**config.mk**
```make
export PLATFORM = sky130hd
export DESIGN_NAME = menu_text_render
export DESIGN_NICKNAME = d
export VERILOG_FILES = /design/src/rtl/menu_pkg.sv /design/src/rtl/menu_cell_fetch.sv /design/src/rtl/menu_text_render.sv
export SDC_FILE = /design/constraint.sdc
export NUM_CORES = 1
export LEC_CHECK = 0
export BUFFER_PORTS_ARGS = -buffer_cell sky130_fd_sc_hd__buf_2
export CAP_MARGIN = 0
export CORE_MARGIN = 4
export CORE_UTILIZATION = 32
export DETAILED_ROUTE_END_ITERATION = 10
export SLEW_MARGIN = 10
export SYNTH_ARGS = -nofsm -noshare
export SYNTH_HDL_FRONTEND = slang
export SYNTH_SLANG_ARGS = --single-unit
export TNS_END_PERCENT = 1
```
**constraint.sdc**
```tcl
create_clock -name clk -period 2.57 [get_ports clk]
set_clock_uncertainty 0.15 [all_clocks]
set_input_delay 0.257 -clock clk [delete_from_list [all_inputs] [get_ports clk]]
set_output_delay 0.257 -clock clk [all_outputs]
set_load 0.01 [all_outputs]
```
**src/rtl/menu_pkg.sv**
```systemverilog
// rtl/menu_pkg.sv - shared constants and fetch FSM encoding for the menu overlay
package menu_pkg;

  localparam logic [10:0] TXT_BASE  = 11'h000;
  localparam logic [10:0] FONT_BASE = 11'h400;
  localparam logic [10:0] LOGO_BASE = 11'h380;

  localparam int CELL_W = 8;
  localparam int CELL_H = 8;

  typedef enum logic [2:0] {IDLE, TXT, TWAIT, FONT, FWAIT} fetch_state_t;

endpackage

```
**src/rtl/menu_cell_fetch.sv**
```systemverilog
// rtl/menu_cell_fetch.sv - per-cell char code and font row fetch from BRAM port B
module menu_cell_fetch
  import menu_pkg::*;
#(
  parameter int COLS = 32
) (
  input  logic        clk,
  input  logic        resetn,
  input  logic        pix_ce,
  input  logic        start,
  input  logic [7:0]  col,
  input  logic [7:0]  crow,
  input  logic [2:0]  frow,
  output logic [10:0] mem_addr,
  output logic        mem_ce,
  input  logic [7:0]  mem_dout,
  output logic [7:0]  bits,
  output logic        done,
  output logic        busy
);

  fetch_state_t state, state_n;
  logic [7:0]   col_q, crow_q;
  logic [2:0]   frow_q;
  logic [6:0]   code;
  logic [10:0]  txt_addr;

  assign txt_addr = TXT_BASE + 11'(crow_q) * 11'(COLS) + 11'(col_q);
  assign busy     = (state != IDLE);

  // Cell coordinates are latched at start because x keeps moving during the fetch.
  always_ff @(posedge clk or negedge resetn) begin
    if (!resetn) begin
      state  <= IDLE;
      col_q  <= '0;
      crow_q <= '0;
      frow_q <= '0;
      code   <= '0;
      bits   <= '0;
    end else if (pix_ce) begin
      state <= state_n;
      if (state == IDLE && start) begin
        col_q  <= col;
        crow_q <= crow;
        frow_q <= frow;
      end
      if (state == TWAIT) code <= mem_dout[6:0];
      if (state == FWAIT) bits <= mem_dout;
    end
  end

  always_comb begin
    state_n  = state;
    mem_addr = '0;
    mem_ce   = 1'b0;
    done     = 1'b0;
    case (state)
      IDLE:  if (start) state_n = TXT;
      TXT: begin
        mem_addr = txt_addr;
        mem_ce   = pix_ce;
        state_n  = TWAIT;
      end
      TWAIT: state_n = FONT;
      FONT: begin
        mem_addr = FONT_BASE | {1'b0, code, frow_q};
        mem_ce   = pix_ce;
        state_n  = FWAIT;
      end
      FWAIT: begin
        done    = pix_ce;
        state_n = IDLE;
      end
      default: state_n = IDLE;
    endcase
  end

endmodule

```
**src/rtl/menu_text_render.sv**
```systemverilog
// rtl/menu_text_render.sv - 32x28 text overlay renderer reading the menu BRAM port B
module menu_text_render
  import menu_pkg::*;
#(
  parameter int OX   = 64,
  parameter int OY   = 8,
  parameter int COLS = 32,
  parameter int ROWS = 28
) (
  input  logic        clk,
  input  logic        resetn,
  input  logic        pix_ce,
  input  logic [10:0] x,
  input  logic [10:0] y,
  input  logic        en,
  input  logic        hl_en,
  input  logic [4:0]  hl_row,
  output logic [10:0] mem_addr,
  output logic        mem_ce,
  input  logic [7:0]  mem_dout,
  output logic        ovl_de,
  output logic        ovl_pix
);

  logic [10:0] rx, ry;
  logic [7:0]  pre_col, crow;
  logic [2:0]  px, frow;
  logic        col_ok, row_ok, in_win, start;
  logic [18:0] cell_tag, fetch_tag;
  logic        next_valid, inv, de_cell;
  logic [7:0]  shift, bits;
  logic        done, busy;

  // Out-of-window coordinates wrap to large unsigned values and fail the range checks.
  assign rx       = x - 11'(OX);
  assign ry       = y - 11'(OY);
  assign px       = rx[2:0];
  assign pre_col  = rx[10:3] + 8'd1;
  assign crow     = ry[10:3];
  assign frow     = ry[2:0];
  assign col_ok   = pre_col < 8'(COLS);
  assign row_ok   = crow < 8'(ROWS);
  assign in_win   = (rx < 11'(COLS * CELL_W)) && (ry < 11'(ROWS * CELL_H));
  assign start    = pix_ce && (px == 3'd0) && col_ok && row_ok;
  assign cell_tag = {pre_col, crow, frow};

  menu_cell_fetch #(.COLS(COLS)) u_fetch (
    .clk      (clk),
    .resetn   (resetn),
    .pix_ce   (pix_ce),
    .start    (start),
    .col      (pre_col),
    .crow     (crow),
    .frow     (frow),
    .mem_addr (mem_addr),
    .mem_ce   (mem_ce),
    .mem_dout (mem_dout),
    .bits     (bits),
    .done     (done),
    .busy     (busy)
  );

  // A prefetched row is used only if it was fetched for exactly the cell now starting.
  always_ff @(posedge clk or negedge resetn) begin
    if (!resetn) begin
      fetch_tag  <= '0;
      next_valid <= 1'b0;
      shift      <= '0;
      inv        <= 1'b0;
      de_cell    <= 1'b0;
      ovl_de     <= 1'b0;
      ovl_pix    <= 1'b0;
    end else if (pix_ce) begin
      if (start && !busy) fetch_tag <= cell_tag;
      if (px == 3'd7) begin
        shift      <= (next_valid && fetch_tag == cell_tag) ? bits : 8'h00;
        next_valid <= 1'b0;
        inv        <= hl_en && (crow == 8'(hl_row));
        de_cell    <= en && col_ok && row_ok;
      end
      if (done) next_valid <= 1'b1;
      ovl_de  <= de_cell && in_win;
      ovl_pix <= de_cell && in_win && (shift[px] ^ inv);
    end
  end

endmodule
```
Word level (Yosys, flattened, before mapping)
Cells that the tools add are included.

storage, ports and cells
  flip-flop bits (word level) = 67
  memory bits (writable) = 0
  bits in latches = 0
  logic and storage cells = 66
  output and inout port bits = 14
  input port bits = 40
  memories kept = 0
  bits in read-only memories = 0

operators by class
  order comparisons = 5
  shift-type cells = 0
  equal/unequal tests = 8
  bitwise gates (word level) = 1
  $mul = 0
  divide/modulo/power cells = 0
  add/subtract/negate cells = 4
  muxes and demuxes = 10
  reduce and logical (&&, ||, !) cells = 25

operator list
  operator                                                     count
  case mux 11 bit (2 select lines)                             1
  == test 19 bit                                               1
  AND reduction 2 bit                                          7
  logical AND 1 bit                                            12
  case mux 3 bit (4 select lines)                              1
  adder 11 x 8 -> 11 bit                                       1
  less-than comparator 11 x 8 -> 1 bit, second input constant  1
  less-than comparator 11 x 9 -> 1 bit, second input constant  1
  subtractor 11 x 4 -> 11 bit, second input constant           1
  subtractor 11 x 7 -> 11 bit, second input constant           1
  adder 8 x 1 -> 8 bit, second input constant                  1
  == test 8 x 5 -> 1 bit                                       1
  less-than comparator 8 x 5 -> 1 bit, second input constant   1
  less-than comparator 8 x 6 -> 1 bit, second input constant   1
  2-to-1 mux 8 bit                                             1
  == test 3 x 2 -> 1 bit, second input constant                2
  == test 3 bit, second input constant                         2
  zero test 3 bit                                              2
  2-to-1 mux 1 bit                                             5
  less-than comparator 3 x 4 -> 1 bit, second input constant   1
  binary-select mux 1 bit (select 3 bit)                       1
  == test 3 x 1 -> 1 bit, second input constant                1
  2-to-1 mux 3 bit                                             1
  nonzero test 3 bit                                           1
  5 further kinds                                              5

Depth between registers and ports, before layout
Gate-level depths: netlist of run 1.

  depth in word-level cells = 7
  mapped depth = 8
  mapped depth without buffers = 7

Cells and area by module
Synthesis of run 1 repeated with hierarchy kept, for this count alone.

second synthesis, totals
  cell total of the unflattened synthesis = 319
  area, all modules = 3782.4 sq um

by module, submodules not included
  module            area an instance (sq um)  cells each  sequential area each (sq um)  times used
  menu_text_render  2104.5                    187         800.8                         1
  menu_cell_fetch   1677.9                    132         875.8                         1

Least setup slack after synthesis of run 1
No wires, ideal clock.

  kind = in2reg
  start = input port x[6]
  end = register fetch_tag[0]
  stages on the path = 7
  library setup time = 0.125 ns
  path slack = -0.113 ns
  path buffers = 0
  data arrival time = 2.408 ns
  data required time = 2.295 ns
  path through = inv_1 ha_1 nand4bb_1 or3b_1 a211o_1 a2111oi_4 mux2_2

between the ends
  word-level cells in the longest chain between the ends = 7

RTL lines
  what                                  RTL line                text
  from (decl)                           menu_text_render.sv:13  input logic [10:0] x,
  subtractor 11 x 7 -> 11 bit           menu_text_render.sv:35  assign rx = x - 11'(OX);
  adder 8 x 1 -> 8 bit                  menu_text_render.sv:38  assign pre_col = rx[10:3] + 8'd1;
  less-than comparator 8 x 6 -> 1 bit   menu_text_render.sv:41  assign col_ok = pre_col < 8'(COLS);
  logical AND 1 bit (2 in a row)        menu_text_render.sv:44  assign start = pix_ce && (px == 3'd0) && col_ok && row_ok;
  logical AND 1 bit                     menu_text_render.sv:74  if (start && !busy) fetch_tag <= cell_tag;
  AND reduction 2 bit (no source line)  n/a
  to (signal assigned)                  menu_text_render.sv:74
  to (decl)                             menu_text_render.sv:29  logic [18:0] cell_tag, fetch_tag;

No other way between the ends.
A chain may end at the register's enable or synchronous reset.

==> results of run 1 <==
cells by family (layout without fill, tap and decap cells):
| kind of cell | after synthesis | count (layout) | synth area share |
|---|---|---|---|
| AOI/OAI and AO/OA | 45 | 45 | 0.102 |
| xor gates and xnor gates | 42 | 42 | 0.146 |
| adders and majority gates | 8 | 8 | 0.0348 |
| buffers and inverters | 30 | 118 | 0.0388 |
| DFF | 50 | 50 | 0.405 |
| muxes | 24 | 24 | 0.0894 |
| and+or+nand+nor | 111 | 111 | 0.184 |
per-layer routing:
metal | routed length (µm) | vias up
met5 | 0 | -
met4 | 70 | 0
met3 | 267 | 5
met2 | 4060 | 42
met1 | 3700 | 1214
li1 | - | 1250
worst max-delay path, stage by stage, from the launching register on:
cell	delay, ns
sky130_fd_sc_hd__dfrtp_1	0.41
sky130_fd_sc_hd__ha_1	0.24
sky130_fd_sc_hd__fa_2	0.36
sky130_fd_sc_hd__a21oi_1	0.13
sky130_fd_sc_hd__nor2_1	0.06
sky130_fd_sc_hd__xnor2_1	0.14
sky130_fd_sc_hd__a211oi_2	0.22
sky130_fd_sc_hd__buf_2	0.18
power by group through the flow:
| stage | registers [mW] | clock network (mW) | logic, mW |
|---|---|---|---|
| detailed placement | 1.02 | 0 | 0.766 |
| CTS | 1.00 | 0.528 | 0.779 |
| global placement | 1.01 | 0 | 0.754 |
| finish | 1.00 | 0.518 | 0.769 |
| floorplan | 1.01 | 0 | 0.463 |
| global route | 1.03 | 0.562 | 0.867 |
final timing paths:
path / from / to / slack (ns) / cells past startpoint
worst max-delay path: fetch_tag[3] / mem_addr[9] / 0.11 / 7
worst min-delay path: mem_dout[7] / u_fetch.bits[7] / 0.01 / 3
worst max register to register: u_fetch.state[2] / fetch_tag[12] / 0.17 / 6
worst min register to register: u_fetch.code[5] / u_fetch.code[5] / 0.33 / 2
max in group asynchronous: resetn / u_fetch.code[4] / 1.56 / 3
min in group asynchronous: resetn / de_cell / 0.16 / 2
repair_timing:
action                                  in CTS  in global routing
resized for setup                            1                  3
cloned                                       0                  0
endpoints found under the setup margin       1                  7
hold buffers                                 1                  0
setup buffers                                2                  0
pin swaps                                    0                  1
hold endpoints to repair                    50                  0
layout make-up:
class | count | area (µm²) | area share
Tap cell | 129 | 161 | 0.0417
Inverter | 21 | 78.8 | 0.0203
Clock inverter | 1 | 8.76 | 0.00226
Multi-Input combinational cell | 230 | 1740 | 0.449
Timing Repair Buffer | 89 | 538 | 0.139
Sequential cell | 50 | 1250 | 0.323
Clock buffer | 7 | 96.3 | 0.0249
cell usage after synthesis, types with 2 or more instances:
cell	instances	area share
sky130_fd_sc_hd__nor3b_1	2	0.0049
sky130_fd_sc_hd__or2_2	2	0.0040
sky130_fd_sc_hd__nor2_1	14	0.017
sky130_fd_sc_hd__nand3_1	4	0.0065
sky130_fd_sc_hd__ha_1	7	0.028
sky130_fd_sc_hd__nor4_1	3	0.0061
sky130_fd_sc_hd__xnor3_1	4	0.029
sky130_fd_sc_hd__o21ai_0	14	0.023
sky130_fd_sc_hd__or4_1	4	0.0097
sky130_fd_sc_hd__xor3_1	2	0.015
sky130_fd_sc_hd__dfrtp_1	50	0.40
sky130_fd_sc_hd__clkbuf_1	6	0.0073
sky130_fd_sc_hd__and3_1	2	0.0040
sky130_fd_sc_hd__nand4_1	4	0.0081
sky130_fd_sc_hd__nand3b_1	2	0.0049
sky130_fd_sc_hd__o31ai_1	8	0.019
sky130_fd_sc_hd__xor2_1	8	0.023
sky130_fd_sc_hd__nor3_1	3	0.0049
sky130_fd_sc_hd__xnor2_1	28	0.079
sky130_fd_sc_hd__buf_1	2	0.0024
sky130_fd_sc_hd__nor2b_1	8	0.016
sky130_fd_sc_hd__or3_1	3	0.0061
sky130_fd_sc_hd__a21o_1	2	0.0049
sky130_fd_sc_hd__nand2_1	49	0.059
sky130_fd_sc_hd__mux2_2	9	0.033
sky130_fd_sc_hd__a21oi_1	7	0.011
sky130_fd_sc_hd__mux4_2	2	0.015
sky130_fd_sc_hd__o41ai_1	2	0.0057
sky130_fd_sc_hd__a211oi_1	2	0.0049
sky130_fd_sc_hd__mux2i_1	13	0.042
sky130_fd_sc_hd__inv_1	21	0.025
sky130_fd_sc_hd__nor4b_1	3	0.0085
metrics by stage:
stage | hold slack (ns) | TNS (ns)
3_5_place_dp | -0.0589 | -2.53
4_1_cts | 0.00643 | 0
3_3_place_gp | -0.0600 | -1.73
2_1_floorplan | -0.189 | -1.23
6_report | 0.00975 | 0
5_1_grt | 0.00208 | -0.0165
registers in the layout (all words and copies together), names as in the netlist:
| name | count |
|---|---|
| u_fetch.state | 3 |
| u_fetch.bits | 8 |
| ovl_de | 1 |
| ovl_pix | 1 |
| u_fetch.code | 7 |
| shift | 8 |
| next_valid | 1 |
| de_cell | 1 |
| inv | 1 |
| fetch_tag | 19 |
==> run summary, run 1 <==
CELLS AND AREA
-------------------------------------------------------------------------------------
Layout filler cell count ...............................................          950
Most common cell after layout, fill and taps aside ..................... sky130_fd_sc_hd__buf_2
Fraction of final layout cells sized beyond drive strength 1 ...........        0.291
Post-route core utilization ............................................        0.415
Cell area after layout .................................................     3870 µm²
Area growth syn-to-layout ..............................................        25.3%
Number of inserted diodes ..............................................            0
Final standard cell count with taps included and fillers excluded ......          527
Number of nets at the end of the flow ..................................          445
Top library cells by usage in the layout, fill and taps aside .......... 53 x sky130_fd_sc_hd__buf_2, 50 x sky130_fd_sc_hd__dfrtp_1, 49 x sky130_fd_sc_hd__nand2_1, 35 x sky130_fd_sc_hd__buf_4, 28 x sky130_fd_sc_hd__xnor2_1

POWER
-------------------------------------------------------------------------------------
Clock network fraction of total power ..................................        0.226
IR Drop Worst-Case VDD .................................................       232 µV
Combinational share of power ...........................................        0.336
Pint ...................................................................      1.50 mW
PnR Total Power ........................................................      2.29 mW
Switching fraction of total power ......................................        0.346
Sequential share of power ..............................................        0.438
PwrDens ................................................................   591 nW/µm²
Power dissipated by switching net loads ................................     0.793 mW
Leak pwr ...............................................................      1.84 nW

FLOORPLANNING
-------------------------------------------------------------------------------------
Horizontal die dimension ...............................................       106 µm
Effective utilization at floorplan .....................................        0.332
Vertical extent of the die .............................................       106 µm
Floorplan core area ....................................................     9330 µm²
Number of placed I/O pins ..............................................           54
Die footprint ..........................................................    11300 µm²
Row count ..............................................................           35

PLACEMENT
-------------------------------------------------------------------------------------
Setup slack at placement ...............................................    -0.186 ns
Routability cong. ......................................................        0.843
Number of I/O port buffers .............................................           53
DP Area ................................................................     3730 µm²
Total placed cells including tap cells .................................          516
Detailed placement HPWL ................................................      6580 µm

TIMING
-------------------------------------------------------------------------------------
Post-route clock period utilization ....................................        0.956
Worst max-slew margin expressed relative to the limit ..................        0.629
Setup violation total in the final timing report .......................            0
Minimum clock period ...................................................      2.46 ns
Transition at the pin with the smallest max-transition slack ...........     0.557 ns
Final hold violation count .............................................            0
Final Slew Violations ..................................................            0
Highest attainable clock frequency .....................................      407 MHz
Worst path setup slack after routing ...................................     0.114 ns

YOSYS
-------------------------------------------------------------------------------------
Unique cell type count in the Yosys netlist ............................           52
Average cell area after synthesis ......................................     9.98 µm²
Share of the yosys chip area belonging to registers ....................        0.405
Number of warnings printed during yosys synthesis ......................            0
Post-synthesis async set-or-reset flop share ...........................         1.00
Cell area after synthesis ..............................................     3090 µm²
Number of enable-type register cells in the synthesized netlist ........            0
Cell count after synthesis .............................................          310
Net count after synthesis ..............................................          358
Flops & latches, synth .................................................           50
Predominant post-synthesis flop cell ................................... sky130_fd_sc_hd__dfrtp_1

DRT
-------------------------------------------------------------------------------------
Number of antenna-violating nets in the routed design ..................            0
Routed WL ..............................................................      8100 µm
Vias per inst ..........................................................         4.76
Routed length per instance .............................................      15.4 µm
DR iter-0 viols ........................................................          113
DRC viols ..............................................................            0
DRT Pass-1 Iters .......................................................            4
Via count ..............................................................         2511

GLOBAL ROUTE
-------------------------------------------------------------------------------------
Number of antenna violations at the first check in global routing ......            0
Met1 Use GR ............................................................        0.203
Maximum number of pins on one net before global-route repair ...........           27
GR Util All Layers .....................................................        0.153
Vias in the first global route .........................................         2656
Most heavily used metal layer in global routing ........................         met2
Global Route met2 Usage ................................................        0.259
Global route overflow ..................................................            0
Global-route track usage on met3 .......................................       0.0273
Wire length of the first global-routing pass ...........................     13600 µm

CRITICAL PATH
-------------------------------------------------------------------------------------
Worst endpoint required time ...........................................      2.16 ns
Critical path capture point type .......................................  output port
Data arrival at the endpoint of the critical path ......................      2.05 ns
CP max FO ..............................................................            2
CP Launch Type .........................................................         flop
Critical path type ..................................................... flop to output port

CTS
-------------------------------------------------------------------------------------
Number of buffers created by CTS .......................................            5
Deepest level of the CTS H-tree ........................................            2
Number of clock sinks seen by CTS ......................................           50
Clock latency of the later-clocked register in the worst-skew pair .....      0.30 ns
Buffer levels on the longest clock path ................................            2
Clock tree from TritonCTS ..............................................        built
Buffer cell driving the clock tree root ................................ sky130_fd_sc_hd__clkbuf_8
Clock-pin slew of the registers on the worst-case setup and hold paths .      0.10 ns

OUTCOME
-------------------------------------------------------------------------------------
Result of the run ...................................................... finished clean

MIN PATH
-------------------------------------------------------------------------------------
Type of the most critical hold path .................................... primary input to flop

FLOW RUN
-------------------------------------------------------------------------------------
Maxcap violations ......................................................            0

(Power assumes the default switching activity.)
==> run 2, diff against run 1 <==
--- a/config.mk
+++ b/config.mk
@@ -6,8 +6,10 @@
 export NUM_CORES = 1
 export LEC_CHECK = 0
+export ABC_CLOCK_PERIOD_IN_PS = 2570
 export BUFFER_PORTS_ARGS = -buffer_cell sky130_fd_sc_hd__buf_2
 export CAP_MARGIN = 0
 export CORE_MARGIN = 4
 export CORE_UTILIZATION = 32
+export CTS_CLUSTER_DIAMETER = 60
 export DETAILED_ROUTE_END_ITERATION = 10
 export SLEW_MARGIN = 10
--- a/constraint.sdc
+++ b/constraint.sdc
@@ -3,3 +3,3 @@
 set_input_delay 0.257 -clock clk [delete_from_list [all_inputs] [get_ports clk]]
 set_output_delay 0.257 -clock clk [all_outputs]
-set_load 0.01 [all_outputs]
+set_load 0.02 [all_outputs]
==> run 2 against run 1 <==
Compared with the run above:
- setup slack worse by 0.030 ns
- design area is 0.45% higher
- first-iteration DRC count is 8.0% lower
- fmax is 1.2% lower
- flip-flop and latch count stayed put
- wire length is 0.78% higher
- final cell count stayed put
- clock power hardly changed
==> run summary, run 2 (same netlist as run 1, synthesis figures left out) <==
GLOBAL ROUTE
-------------------------------------------------------------------------------------
Global route overflow ..................................................            0   unchanged
Wire length of the first global-routing pass ...........................     13600 µm   about the same
Number of antenna violations at the first check in global routing ......            0   unchanged
Maximum number of pins on one net before global-route repair ...........           27   unchanged
Vias in the first global route .........................................         2639   was 2656
GR Util All Layers .....................................................        0.153   about the same

FLOORPLANNING
-------------------------------------------------------------------------------------
Horizontal die dimension ...............................................       106 µm   unchanged
Effective utilization at floorplan .....................................        0.332   unchanged
Number of placed I/O pins ..............................................           54   unchanged
Vertical extent of the die .............................................       106 µm   unchanged
Row count ..............................................................           35   unchanged
Die footprint ..........................................................    11300 µm²   unchanged
Floorplan core area ....................................................     9330 µm²   unchanged

CTS
-------------------------------------------------------------------------------------
Number of buffers created by CTS .......................................            5   unchanged
Clock tree from TritonCTS ..............................................        built   unchanged
Buffer levels on the longest clock path ................................            2   unchanged
Deepest level of the CTS H-tree ........................................            2   unchanged
Clock latency of the later-clocked register in the worst-skew pair .....      0.30 ns   about the same
Number of clock sinks seen by CTS ......................................           50   unchanged
Buffer cell driving the clock tree root ................................ sky130_fd_sc_hd__clkbuf_8   unchanged
Clock-pin slew of the registers on the worst-case setup and hold paths .      0.10 ns   about the same

POWER
-------------------------------------------------------------------------------------
PwrDens ................................................................   604 nW/µm²   was 591 nW/µm²
Leak pwr ...............................................................      1.84 nW   about the same
PnR Total Power ........................................................      2.35 mW   was 2.29 mW
IR Drop Worst-Case VDD .................................................       233 µV   was 232 µV

PLACEMENT
-------------------------------------------------------------------------------------
Number of I/O port buffers .............................................           53   unchanged
Setup slack at placement ...............................................    -0.186 ns   unchanged
Routability cong. ......................................................        0.843   unchanged
Detailed placement HPWL ................................................      6580 µm   unchanged
DP Area ................................................................     3730 µm²   unchanged

CELLS AND AREA
-------------------------------------------------------------------------------------
Layout filler cell count ...............................................          947   was 950
Number of inserted diodes ..............................................            0   unchanged
Biggest registers after layout ......................................... fetch_tag (19), shift (8), u_fetch.bits (8)   unchanged
Area occupied by multi-input gates .....................................     1750 µm²   was 1740 µm²
Top library cells by usage in the layout, fill and taps aside .......... 51 x sky130_fd_sc_hd__buf_2, 49 x sky130_fd_sc_hd__nand2_1, 48 x sky130_fd_sc_hd__dfrtp_1, 37 x sky130_fd_sc_hd__buf_4, 28 x sky130_fd_sc_hd__xnor2_1   was 53 x sky130_fd_sc_hd__buf_2, 50 x sky130_fd_sc_hd__dfrtp_1, 49 x sky130_fd_sc_hd__nand2_1, 35 x sky130_fd_sc_hd__buf_4, 28 x sky130_fd_sc_hd__xnor2_1
Post-route core utilization ............................................        0.417   was 0.415
Number of nets at the end of the flow ..................................          445   unchanged
Top reg by flops .......................................................    fetch_tag   unchanged
Combined flip-flop and latch cell area .................................     1250 µm²   about the same
Area growth syn-to-layout ..............................................        25.8%   was 25.3%
Most common cell after layout, fill and taps aside ..................... sky130_fd_sc_hd__buf_2   unchanged
Fraction of final layout cells sized beyond drive strength 1 ...........        0.304   was 0.291
Largest register FFs ...................................................           19   unchanged
Cell area after layout .................................................     3890 µm²   was 3870 µm²

DRT
-------------------------------------------------------------------------------------
DRC viols ..............................................................            0   unchanged
Via count ..............................................................         2522   was 2511
Routed WL ..............................................................      8170 µm   was 8100 µm
Vias per inst ..........................................................         4.79   was 4.76
DR iter-0 viols ........................................................          104   was 113
Number of antenna-violating nets in the routed design ..................            0   unchanged
DRT Pass-1 Iters .......................................................            4   unchanged
Routed length per instance .............................................      15.5 µm   was 15.4 µm

TIMING
-------------------------------------------------------------------------------------
Final Slew Violations ..................................................            0   unchanged
Post-route clock period utilization ....................................        0.967   was 0.956
Setup tns final ........................................................         0 ns   unchanged
Highest attainable clock frequency .....................................      402 MHz   was 407 MHz
Worst path setup slack after routing ...................................    0.0839 ns   was 0.114 ns
Setup violation total in the final timing report .......................            0   unchanged
Worst max-slew margin expressed relative to the limit ..................        0.618   was 0.629
Minimum clock period ...................................................      2.49 ns   was 2.46 ns
Final hold violation count .............................................            0   unchanged
Transition at the pin with the smallest max-transition slack ...........     0.572 ns   was 0.557 ns

CRITICAL PATH
-------------------------------------------------------------------------------------
Flop-to-flop setup slack ...............................................      0.16 ns   was 0.17 ns
CP max FO ..............................................................            3   was 2
Logic depth of the worst register-to-register path .....................            6   unchanged
Worst-path cell chain .................................................. ha_2, fa_2, a21oi_2, nor2_1, xnor2_1, a211oi_2, buf_4   was ha_1, fa_2, a21oi_1, nor2_1, xnor2_1, a211oi_2, buf_2
Destination of the worst register-to-register timing path .............. fetch_tag[12]   unchanged
Critical path capture point type .......................................  output port   unchanged
CP Launch Type .........................................................         flop   unchanged
Critical path type ..................................................... flop to output port   unchanged
Startpoint of the worst-slack reg-to-reg timing path ................... u_fetch.state[2]   unchanged
Data arrival at the endpoint of the critical path ......................      2.08 ns   was 2.05 ns
Worst endpoint required time ...........................................      2.16 ns   about the same
Worst-path cell with the longest stage delay ........................... sky130_fd_sc_hd__dfrtp_1   unchanged
Delay contributed by the slowest stage of the critical path ............      0.42 ns   was 0.41 ns

MIN PATH
-------------------------------------------------------------------------------------
Endpoint of the worst hold-timing path ................................. u_fetch.bits[7]   unchanged
Cell depth of the worst min-delay path .................................            3   unchanged
Hold Crit Start ........................................................  mem_dout[7]   unchanged
Type of the most critical hold path .................................... primary input to flop   unchanged

FLOW RUN
-------------------------------------------------------------------------------------
Maxcap violations ......................................................            0   unchanged

OUTCOME
-------------------------------------------------------------------------------------
Result of the run ...................................................... finished clean   unchanged

-- run 2: how the worst max path moves through the flow --
stage	from	endpoint	slack, ns	cells past startpoint
global placement	x[6]	fetch_tag[0]	-0.13	10
detailed placement	x[6]	fetch_tag[12]	-0.19	10
CTS	fetch_tag[3]	mem_addr[9]	0.03	7
finish	fetch_tag[16]	mem_addr[9]	0.08	7
floorplan	x[6]	fetch_tag[0]	-0.11	7
global route	fetch_tag[16]	mem_addr[9]	-0.009	7
-- run 2: cell type report --
type	count	share of cell area
Inverter	21	0.0203
Tap cell	129	0.0415
Sequential cell	50	0.322
Clock buffer	7	0.0248
Timing Repair Buffer	89	0.140
Multi-Input combinational cell	230	0.450
Clock inverter	1	0.00225
-- run 2: where the power goes --
group          switching [mW]  internal [mW]  leakage, nW
sequential             0.0704          0.933        0.637
clock                   0.271          0.247       0.0544
combinational           0.500          0.327         1.15
-- run 2: critical path: cells and delay by family, from the launching register on --
kind                     cells  cell delay [ns]
AND/OR/NAND/NOR              1             0.06
AO/OA/AOI/OAI                2             0.39
adder cells (fa/ha/maj)      2             0.57
buffers and inverters        1             0.19
XOR/XNOR                     1             0.15
flip-flops                   1             0.42
-- run 2: timing repair --
item | CTS | global route
buffers inserted | 0 | 2
gates cloned | 0 | 0
setup endpoints to repair | 2 | 7
pin swaps | 1 | 2
hold buffers | 1 | 0
resized for setup | 4 | 7
endpoints found under the hold margin | 50 | 0
-- run 2: per-layer routing --
metal / vias up / routed length (µm) / track usage
li1: 1253 / - / -
met1: 1226 / 3750 / 0.203
met2: 36 / 4090 / 0.257
met3: 7 / 245 / 0.0273
met4: 0 / 77 / 0.0389
met5: - / 0 / 0
-- run 2: per-stage QoR --
step | hold slack, ns | std cells
2_1_floorplan | -0.189 | 310
3_3_place_gp | -0.0600 | 516
3_5_place_dp | -0.0589 | 516
4_1_cts | 0.00643 | 525
5_1_grt | 0.00180 | 527
6_report | 0.0101 | 527
